[config.mk]
export PLATFORM = sky130hd
export DESIGN_NAME = sim_oddr_tx
export DESIGN_NICKNAME = d
export VERILOG_FILES = /design/src/rtl/sim_oddr_tx.sv
export SDC_FILE = /design/constraint.sdc
export NUM_CORES = 1
export LEC_CHECK = 0
export ABC_AREA = 1
export BUFFER_PORTS_ARGS = -buffer_cell sky130_fd_sc_hd__buf_2
export CAP_MARGIN = 20
export CORE_MARGIN = 3
export CORE_UTILIZATION = 56
export DETAILED_ROUTE_END_ITERATION = 7
export GPL_TIMING_DRIVEN = 0
export PLACE_DENSITY_LB_ADDON = 0.12
export RECOVER_POWER = 50
export SYNTH_ARGS = -nofsm -noshare
export SYNTH_HDL_FRONTEND = slang
export SYNTH_SLANG_ARGS = --single-unit
export TNS_END_PERCENT = 5
[constraint.sdc]
create_clock -name C -period 3 [get_ports C]
set_input_delay 0 -clock C [delete_from_list [all_inputs] [get_ports C]]
set_output_delay 0 -clock C [all_outputs]
set_load 0.05 [all_outputs]
[src/rtl/sim_oddr_tx.sv]
// sim_oddr_tx: simulation-model DDR transmitter.
// Words arrive over a valid/ready handshake into a one-word holding register
// and are serialised MSB-first, two bits per clock: Q1 is the rising-half bit,
// Q2 the falling-half bit, and Q muxes them onto one DDR line using C.
// Optional feature macro: SIM_ODDR_TRAIN_EN (training pattern after reset).
module sim_oddr_tx #(
  parameter int   WIDTH        = 8,
  parameter logic IDLE_LEVEL   = 1'b0,
  parameter int   TRAIN_CYCLES = 16
) (
  input  logic             C,
  input  logic             R,
  input  logic             CE,
  input  logic             S,
  input  logic [WIDTH-1:0] DIN,
  input  logic             DIN_VALID,
  output logic             DIN_READY,
  output logic             Q1,
  output logic             Q2,
  output logic             Q,
  output logic             FRAME,
  output logic             TRAINING
);

  localparam int NPAIRS = WIDTH / 2;
  localparam int CNT_W  = $clog2(NPAIRS) + 1;
  localparam logic [CNT_W-1:0] LAST_CNT = CNT_W'(NPAIRS);

  // An illegal configuration (odd or too-narrow word) never accepts data.
  localparam bit PARAMS_OK = (WIDTH >= 2) && ((WIDTH % 2) == 0) && (TRAIN_CYCLES >= 0);

  typedef enum logic [1:0] {
    ST_IDLE  = 2'd0,
    ST_SEND  = 2'd1,
    ST_TRAIN = 2'd2
  } state_t;

  state_t           r_state;
  logic [WIDTH-1:0] r_hold_data;
  logic             r_hold_valid;
  logic [WIDTH-1:0] r_shift;
  logic [CNT_W-1:0] r_pair_cnt;
  logic             r_q1;
  logic             r_q2;
  logic             r_frame;

`ifdef SIM_ODDR_TRAIN_EN
  localparam int TRAIN_W = $clog2(TRAIN_CYCLES + 1) + 1;
  logic [TRAIN_W-1:0] r_train_cnt;
  logic               r_training;
`endif

  logic w_run;
  logic w_ready;
  logic w_xfer;
  logic w_word_done;
  logic w_load;

  // Set and clock-enable both freeze the datapath; only a running cycle advances.
  assign w_run       = CE & ~S;
  assign w_ready     = PARAMS_OK & ~r_hold_valid & (r_state != ST_TRAIN) & w_run & ~R;
  assign w_xfer      = DIN_VALID & w_ready;
  // Shifter has emitted the last pair of its word on the previous edge.
  assign w_word_done = (r_state == ST_SEND) && (r_pair_cnt == LAST_CNT);
  // Holding register moves into the shifter when the shifter is idle or finishing.
  assign w_load      = w_run & r_hold_valid & ((r_state == ST_IDLE) | w_word_done);

  // Holding register: capture on handshake, release when the shifter takes it.
  always_ff @(posedge C) begin
    if (R) begin
      r_hold_valid <= 1'b0;
    end else if (w_run) begin
      if (w_xfer) begin
        // A capture coinciding with a release leaves the new word held.
        r_hold_data  <= DIN;
        r_hold_valid <= 1'b1;
      end else if (w_load) begin
        r_hold_valid <= 1'b0;
      end
    end
  end

  // Serialiser state machine with registered Q1/Q2/FRAME outputs.
  always_ff @(posedge C) begin
    if (R) begin
      r_q1       <= IDLE_LEVEL;
      r_q2       <= IDLE_LEVEL;
      r_frame    <= 1'b0;
      r_pair_cnt <= '0;
      r_shift    <= '0;
`ifdef SIM_ODDR_TRAIN_EN
      r_state     <= ST_TRAIN;
      r_train_cnt <= '0;
      r_training  <= 1'b0;
`else
      r_state    <= ST_IDLE;
`endif
    end else if (S) begin
      // Force the line high; position in the word (and training count) is kept.
      r_q1 <= 1'b1;
      r_q2 <= 1'b1;
    end else if (CE) begin
      if (w_load) begin
        // Pair 0 of the held word goes straight to the outputs; the rest
        // is left-aligned in the shifter for the following edges.
        r_q1       <= r_hold_data[WIDTH-1];
        r_q2       <= r_hold_data[WIDTH-2];
        r_shift    <= r_hold_data << 2;
        r_pair_cnt <= CNT_W'(1);
        r_frame    <= 1'b1;
        r_state    <= ST_SEND;
      end else begin
        case (r_state)
          ST_IDLE: begin
            r_q1    <= IDLE_LEVEL;
            r_q2    <= IDLE_LEVEL;
            r_frame <= 1'b0;
          end
          ST_SEND: begin
            if (w_word_done) begin
              // Nothing queued behind this word: drop back to idle level.
              r_q1       <= IDLE_LEVEL;
              r_q2       <= IDLE_LEVEL;
              r_frame    <= 1'b0;
              r_pair_cnt <= '0;
              r_state    <= ST_IDLE;
            end else begin
              r_q1       <= r_shift[WIDTH-1];
              r_q2       <= r_shift[WIDTH-2];
              r_shift    <= r_shift << 2;
              r_pair_cnt <= r_pair_cnt + 1'b1;
            end
          end
`ifdef SIM_ODDR_TRAIN_EN
          ST_TRAIN: begin
            if (r_train_cnt == TRAIN_W'(TRAIN_CYCLES)) begin
              r_q1       <= IDLE_LEVEL;
              r_q2       <= IDLE_LEVEL;
              r_training <= 1'b0;
              r_state    <= ST_IDLE;
            end else begin
              // Training pattern is a plain 1/0 toggle on the DDR line.
              r_q1        <= 1'b1;
              r_q2        <= 1'b0;
              r_training  <= 1'b1;
              r_train_cnt <= r_train_cnt + 1'b1;
            end
          end
`endif
          default: begin
            r_q1    <= IDLE_LEVEL;
            r_q2    <= IDLE_LEVEL;
            r_frame <= 1'b0;
            r_state <= ST_IDLE;
          end
        endcase
      end
    end
  end

  assign DIN_READY = w_ready;
  assign Q1        = r_q1;
  assign Q2        = r_q2;
  assign FRAME     = r_frame;
  // DDR output: rising-half bit while the clock is high, falling-half while low.
  assign Q         = C ? r_q1 : r_q2;

`ifdef SIM_ODDR_TRAIN_EN
  assign TRAINING = r_training;
`else
  assign TRAINING = 1'b0;
`endif

endmodule

# Word-level counts from Yosys, hierarchy flattened
# Cells that the tools add are included.
dict set report op_classes {
  add_sub_neg 1
  n_reduce_logical 11
  bitwise_logic 11
  eq_ne 6
  n_mux 25
}
# operator count
set ops {}
lappend ops {{$mux 8} 3}
lappend ops {{$mux 1} 16}
lappend ops {{$mux 3} 3}
lappend ops {{$reduce_and 3->1} 3}
lappend ops {{$reduce_and 4->1} 2}
lappend ops {{$and 1x1->1} 7}
lappend ops {{$reduce_bool 2->1} 3}
lappend ops {{$mux 2} 2}
lappend ops {{$ne 2x2->1 const B} 2}
lappend ops {{$pmux 2 s2} 1}
lappend ops {{$add 3x1->3 const B} 1}
lappend ops {{$eq 3x3->1 const B} 1}
lappend ops {{$ne 3x3->1 const B} 1}
lappend ops {{$not 1->1} 3}
lappend ops {{$eq 2x1->1 const B} 1}
lappend ops {{$logic_not 2->1} 1}
lappend ops {{$ne 2x1->1 const B} 1}
lappend ops {{$reduce_and 2->1} 1}
lappend ops {{$logic_and 1x1->1} 1}
lappend ops {{$or 1x1->1} 1}
dict set report word_totals {
  in_bits 13
  wordCells 62
  reg_bits 25
  out_inout_bits 6
}

# Depth between registers and ports, before layout
# Gate-level depths: netlist of run 1.
dict set report logic_depth {
  ltp_word 7
  mapped_depth 9
  mapped_depth_nobuf 9
}

==> out/qor.yml, run 1 <==
synth.cell_area_um2: 995
critical_path_required_ps: 3000
startpoint_type: "clock port"
crit_slowest_cell: "mux2_2"
ir_drop_mv: 0.369
viasPerCell: 5.04
hpwl_um: 1380
wl_per_cell_um: 13.3
placementRows: 14
routed-via-count: 928
hold_path.class: "in2reg"
grt_antenna_before_repair: 0
core_um2: 1590
grt_pass1_vias: 937
multi_input_area_um2: 370
fill_cells: 113
status: "finished with violations"
whs_ps: 102
synth_edf_count: 8
place_congestion: 0.770
cellLeakagePower_nw: 0.590
synth_warnings: 0
fin_skew_ps: 7.22
dieWidth_um: 48.1
synth_async_sr_flop_share: 0
slowest_delay_ps: 250
p_per_area_nw_per_um2: 555
power.internal_w: 0.000539
initialDrtViolationCount: 53
whs_endpoint: "r_hold_data[1]"
io_pins: 19
cts_hold_buf: 12
seqPwrFrac: 0.453
r2r-start: "r_pair_cnt[0]"
r2r_cells: 9
start_util: 0.624
cp_max_fo: 2
port_buffers: 17
worstSetupEndpointType: "primary output"
post_cts_resized: 0
yosys.area.top_type_share: 0.282
syn_area_per_cell_um2: 8.02
clkTransAtPathRegs_ps: 110
routed_wl_um: 2440
drive_gt1_frac: 0.156
p_sw_w: 0.000177
synth.area.top_cells: "dfxtp_1, edfxtp_1, nand2_1"
comb_power_share: 0.098
grt.total_usage: 0.258
synthToLayoutAreaGrowth_pct: 29.7
placed_cells: 165
synth_ff_type: "dfxtp_1"
synth.largest_area_cell: "dfxtp_1"
insertion_delay_ps: 420
antenna_cells: 0
rsz0062_at_grt: "no"
drc: 2
antenna_left: 0
hold_depth: 3
ys_seq_area_frac: 0.523
worst_r2r_endpoint: "r_hold_valid"
synth.distinct_cells: 18
path_class: "clk2out"
final.setup.tns_ps: 0
seqCellArea_um2: 520
max_slew_margin: 0.592
fin_cells: 184
cp.arrival_ps: 2180
fin_area_um2: 1290
worst_slew_pin_slew_ps: 615
regToRegSetupSlack_ps: 1120
hold_start: "DIN_VALID"
clockPowerShare: 0.449
hold_viol_final: 0
post-synth-top-count-cell: "nand2_1"
postCtsSetupBuffers: 0
grt_pass1_wl_um: 3990
violations: "DRC"
cap_violations: 0
gr-total-overflow: 0
setup_violations: 0
slew_viol_final: 0
switching_share: 0.247
tritoncts: "done"
yosys-top-cells-count: "nand2_1, inv_1, a21oi_1, dfxtp_1, nor2_1"
dieArea_um2: 2320
place_area_um2: 1110
dr.pass1.iters: 6
final_nets: 176
grt_start_max_net_pins: 14
crit_path_cell_trace: "clkbuf_4 -> clkbuf_4 -> mux2_2 -> buf_2"
cpMostUsedCell: "clkbuf_4"
ys_ff_latch: 22
die_h_um: 48.1
syn_inst: 124
syn-num-nets: 139
==> area by class of cell <==
cell class | count | area share
plain buffers | 2 | 0.0145
clock buffers | 7 | 0.0388
clock inverters | 1 | 0.0233
inverters | 20 | 0.0582
multi-input cells | 80 | 0.287
flip-flops and latches | 22 | 0.403
well taps | 24 | 0.0233
repair buffers | 28 | 0.151
==> layer usage <==
metal / GRT usage / up-vias / part of all wire
li1: - / 463 / -
met5: 0 / - / 0
met2: 0.440 / 40 / 0.51
met4: 0.102 / 0 / 0.017
met1: 0.283 / 418 / 0.40
met3: 0.103 / 7 / 0.070
==> how the worst max path moves through the flow <==
| stage | from | endpoint | slack (ps) | cells past startpoint |
|---|---|---|---|---|
| floorplan | r_hold_valid | r_hold_data[0] | 800 | 3 |
| global placement | C | Q | 1060 | 2 |
| detailed placement | C | Q | 1060 | 2 |
| CTS | C | Q | 810 | 4 |
| global route | C | Q | 800 | 4 |
| finish | C | Q | 820 | 4 |
==> worst max-delay path: cells and delay by family <==
family                 cells  cell delay (ps)
buffers and inverters      3              440
muxes                      1              250
==> registers in the layout (all words and copies together) (netlist names) <==
signal,count
r_hold_data,8
r_state,1
Q1,1
r_shift,6
r_pair_cnt,3
Q2,1
r_hold_valid,1
FRAME,1
==> power by group through the flow <==
stage	sequential [W]	combinational, W	clock [W]
2_1_floorplan	0.000337	0.0000315	0.0000373
3_3_place_gp	0.000330	0.0000554	0.0000427
3_5_place_dp	0.000330	0.0000571	0.0000427
4_1_cts	0.000324	0.0000690	0.000326
5_1_grt	0.000325	0.0000769	0.000341
6_report	0.000324	0.0000701	0.000321
==> cell families after synthesis <==
family / after synthesis / synth area share
AND/OR/NAND/NOR: 55 / 0.236
buffers and inverters: 22 / 0.0943
flip-flops: 22 / 0.523
AO/OA/AOI/OAI: 21 / 0.106
adder cells (fa/ha/maj): 2 / 0.0252
multiplexers: 1 / 0.0113
other: 1 / 0.00377
==> placed cells by master (no fill, tap or decap) <==
master | synthesis | layout
a21oi_1 | 14 | 14
buf_2 | 0 | 13
buf_4 | 1 | 1
buf_6 | 1 | 1
bufinv_16 | 0 | 1
clkbuf_1 | 0 | 4
clkbuf_4 | 0 | 6
conb_1 | 1 | 1
dfxtp_1 | 14 | 14
dlygate4sd3_1 | 0 | 12
edfxtp_1 | 8 | 8
ha_1 | 2 | 2
inv_1 | 20 | 20
mux2_2 | 1 | 1
nand2_1 | 29 | 30
nand2_2 | 2 | 1
nand3_1 | 6 | 6
nor2_1 | 13 | 14
nor3_1 | 1 | 1
o21ai_0 | 7 | 7
or2_0 | 2 | 2
or2_2 | 1 | 1
==> metrics by stage <==
step                      utilization  setup WS [ps]  power [W]
after floorplan                     -            796   0.000406
after global placement          0.696           1060   0.000428
after detailed placement        0.696           1060   0.000430
after CTS                       0.819            812   0.000719
after global routing            0.809            797   0.000743
final                           0.809            817   0.000716
Note: power is estimated with default switching activity, not from simulation.
==> inputs of run 2 (changes only) <==
--- a/config.mk
+++ b/config.mk
@@ -9,7 +9,7 @@
 export BUFFER_PORTS_ARGS = -buffer_cell sky130_fd_sc_hd__buf_2
 export CAP_MARGIN = 20
 export CORE_MARGIN = 3
-export CORE_UTILIZATION = 56
+export CORE_UTILIZATION = 52
 export DETAILED_ROUTE_END_ITERATION = 7
 export GPL_TIMING_DRIVEN = 0
 export PLACE_DENSITY_LB_ADDON = 0.12
==> constraint.sdc (replaced) <==
create_clock -name C -period 2.2 [get_ports C]
set_input_delay 0 -clock C [delete_from_list [all_inputs] [get_ports C]]
set_output_delay 0 -clock C [all_outputs]
set_load 0.05 [all_outputs]
==> run 2 against run 1 <==
The run now ends clean; highest routed layer unchanged; die area rose by 6.7%; core utilization fell by 8.9 points; critical path depth rose by 5; sequential power rose by 36%; final cell count did not move; first-iteration DRC count fell by 66%.
==> out/qor.yml, run 2 (synthesis gave the netlist of run 1 again) <==
hold_viol_final: 0  # unchanged
grt.total_usage: 0.191  # -0.0663
drc: 0  # -2
core_um2: 1760  # +11%
viasPerCell: 4.92  # -2.4%
hold_path.class: "in2reg"
grt_antenna_before_repair: 0  # unchanged
wl_per_cell_um: 11.3  # -15%
slowest_delay_ps: 550  # +300 ps
status: "finished, final reports clean"
synthToLayoutAreaGrowth_pct: 27.7
cellLeakagePower_nw: 0.579  # -2.0%
critical_path_required_ps: 2570  # -430 ps
path_class: "reg2reg"
cap_violations: 0  # unchanged
place_area_um2: 1120  # +0.56%
r2r_cells: 9  # unchanged
final_cell_mix: "nand2_1, inv_1, dfxtp_1, a21oi_1, buf_2"
port_buffers: 17  # unchanged
crit_slowest_cell: "dlygate4sd3_1"
dieArea_um2: 2470  # +6.7%
fin_skew_ps: 4.88  # -2.33 ps
crit_buf_inv: 3  # unchanged
final_nets: 176  # unchanged
slew_viol_final: 0  # unchanged
utilization: 0.720  # -0.0894
die_h_um: 49.7  # +3.3%
worst-path-stages: 9  # +5
postCtsSetupBuffers: 0  # unchanged
insertion_delay_ps: 420  # about the same
dieWidth_um: 49.7  # +3.3%
antenna_left: 0  # unchanged
period_share: 0.835
final.setup.tns_ps: 0  # unchanged
clkTransAtPathRegs_ps: 120  # about the same
drive_gt1_frac: 0.164  # +0.00727
start_util: 0.564  # -0.0602
max_freq_mhz: 544
routed_wl_um: 2070  # -15%
largest_reg_flops: 8  # unchanged
regMostFlops: "r_hold_data"
cp_max_fo: 10  # +8
rsz0062_at_grt: "no"
gr-total-overflow: 0  # unchanged
crit_path_cell_trace: "inv_1 -> ha_1 -> nand2_1 -> nand2_1 -> buf_6 -> nand2_1 -> nand2_1 -> a21oi_1 -> dlygate4sd3_1"
routed-via-count: 906  # -2.4%
p_per_area_nw_per_um2: 680  # +23%
reg_top3: "r_hold_data x8, r_shift x6, r_pair_cnt x3"
max_slew_margin: 0.601  # +0.00887
layout_commonest_cell: "nand2_1"
ir_drop_mv: 0.462  # +25%
fin_area_um2: 1270  # -1.6%
setup_violations: 0  # unchanged
cp.arrival_ps: 2210  # +30 ps
min_period_ps: 1840
cpMostUsedCell: "nand2_1"
hpwl_um: 1400  # +0.98%
dr.pass1.iters: 4  # -2
worst_slew_pin_slew_ps: 602  # -13.4 ps
tritoncts: "done"
hold_depth: 3  # unchanged
initialDrtViolationCount: 18  # -66%
placementRows: 15  # +1
startpoint_type: "flip-flop"
place_congestion: 0.803  # +4.2%
fill_cells: 152  # +35%
antenna_cells: 0  # unchanged
grt_pass1_wl_um: 3590  # -10%
io_pins: 19  # unchanged
grt_start_max_net_pins: 12  # -2
path_delay_family: "buffers and inverters"
grt_pass1_vias: 891  # -4.9%
worstSetupEndpointType: "flip-flop"
## run 2: changes by cell type in the layout (fill, tap and decap cells not counted), sizes merged
cell    previous run  this run
buf               15        16
clkbuf            10         9
bufinv             1         0
## run 2: report_power, final
part	leakage, nW	switching, W	total [W]	internal (W)
Sequential	0.186	0.00000703	0.000441	0.000434
Clock	0.0367	0.000186	0.000329	0.000143
Combinational	0.356	0.0000553	0.0000931	0.0000379
Total	0.579	0.000248	0.000863	0.000616
## run 2: layout make-up
cell class	count	area (µm²)	share of cell area
clock buffer	7	50.0	0.0394
buffer	2	18.8	0.0148
tap	25	31.3	0.0246
inverter	20	75.1	0.0591
timing repair buffer	28	196	0.155
sequential	22	520	0.410
multi-input combinational	80	378	0.298
## run 2: final timing paths
check,to,slack [ps],start
setup / recovery,r_hold_valid,360,r_pair_cnt[0]
hold / removal,r_hold_data[7],100,DIN_VALID
setup reg to reg,r_hold_valid,360,r_pair_cnt[0]
hold reg to reg,r_shift[3],470,r_shift[3]
## run 2: through the flow
stage	power, W	setup slack, ps	hold WS, ps	cells
after floorplan	0.000554	472	69.1	124
after global placement	0.000585	656	176	166
after detailed placement	0.000587	656	178	166
after CTS	0.000864	386	111	184
after global routing	0.000898	259	143	184
final	0.000863	363	102	184
## run 2: repair_timing
item                                   in CTS  in global routing
resized for setup                           0                  0
hold buffers                               12                  0
endpoints found under the hold margin      15                  0
## run 2: tightest hold or removal path, delay by kind of cell
family        cells  cell delay, ps
buf+inv           2             250
simple gates      1              80
## run 2: layer usage
| layer | up-vias | routed length (µm) | global-route usage | share of wire |
|---|---|---|---|---|
| li1 | 460 | - | - | - |
| met1 | 405 | 873 | 0.204 | 0.42 |
| met2 | 29 | 1020 | 0.333 | 0.49 |
| met3 | 12 | 109 | 0.0604 | 0.053 |
| met4 | 0 | 72 | 0.101 | 0.035 |
| met5 | - | 0 | 0 | 0 |
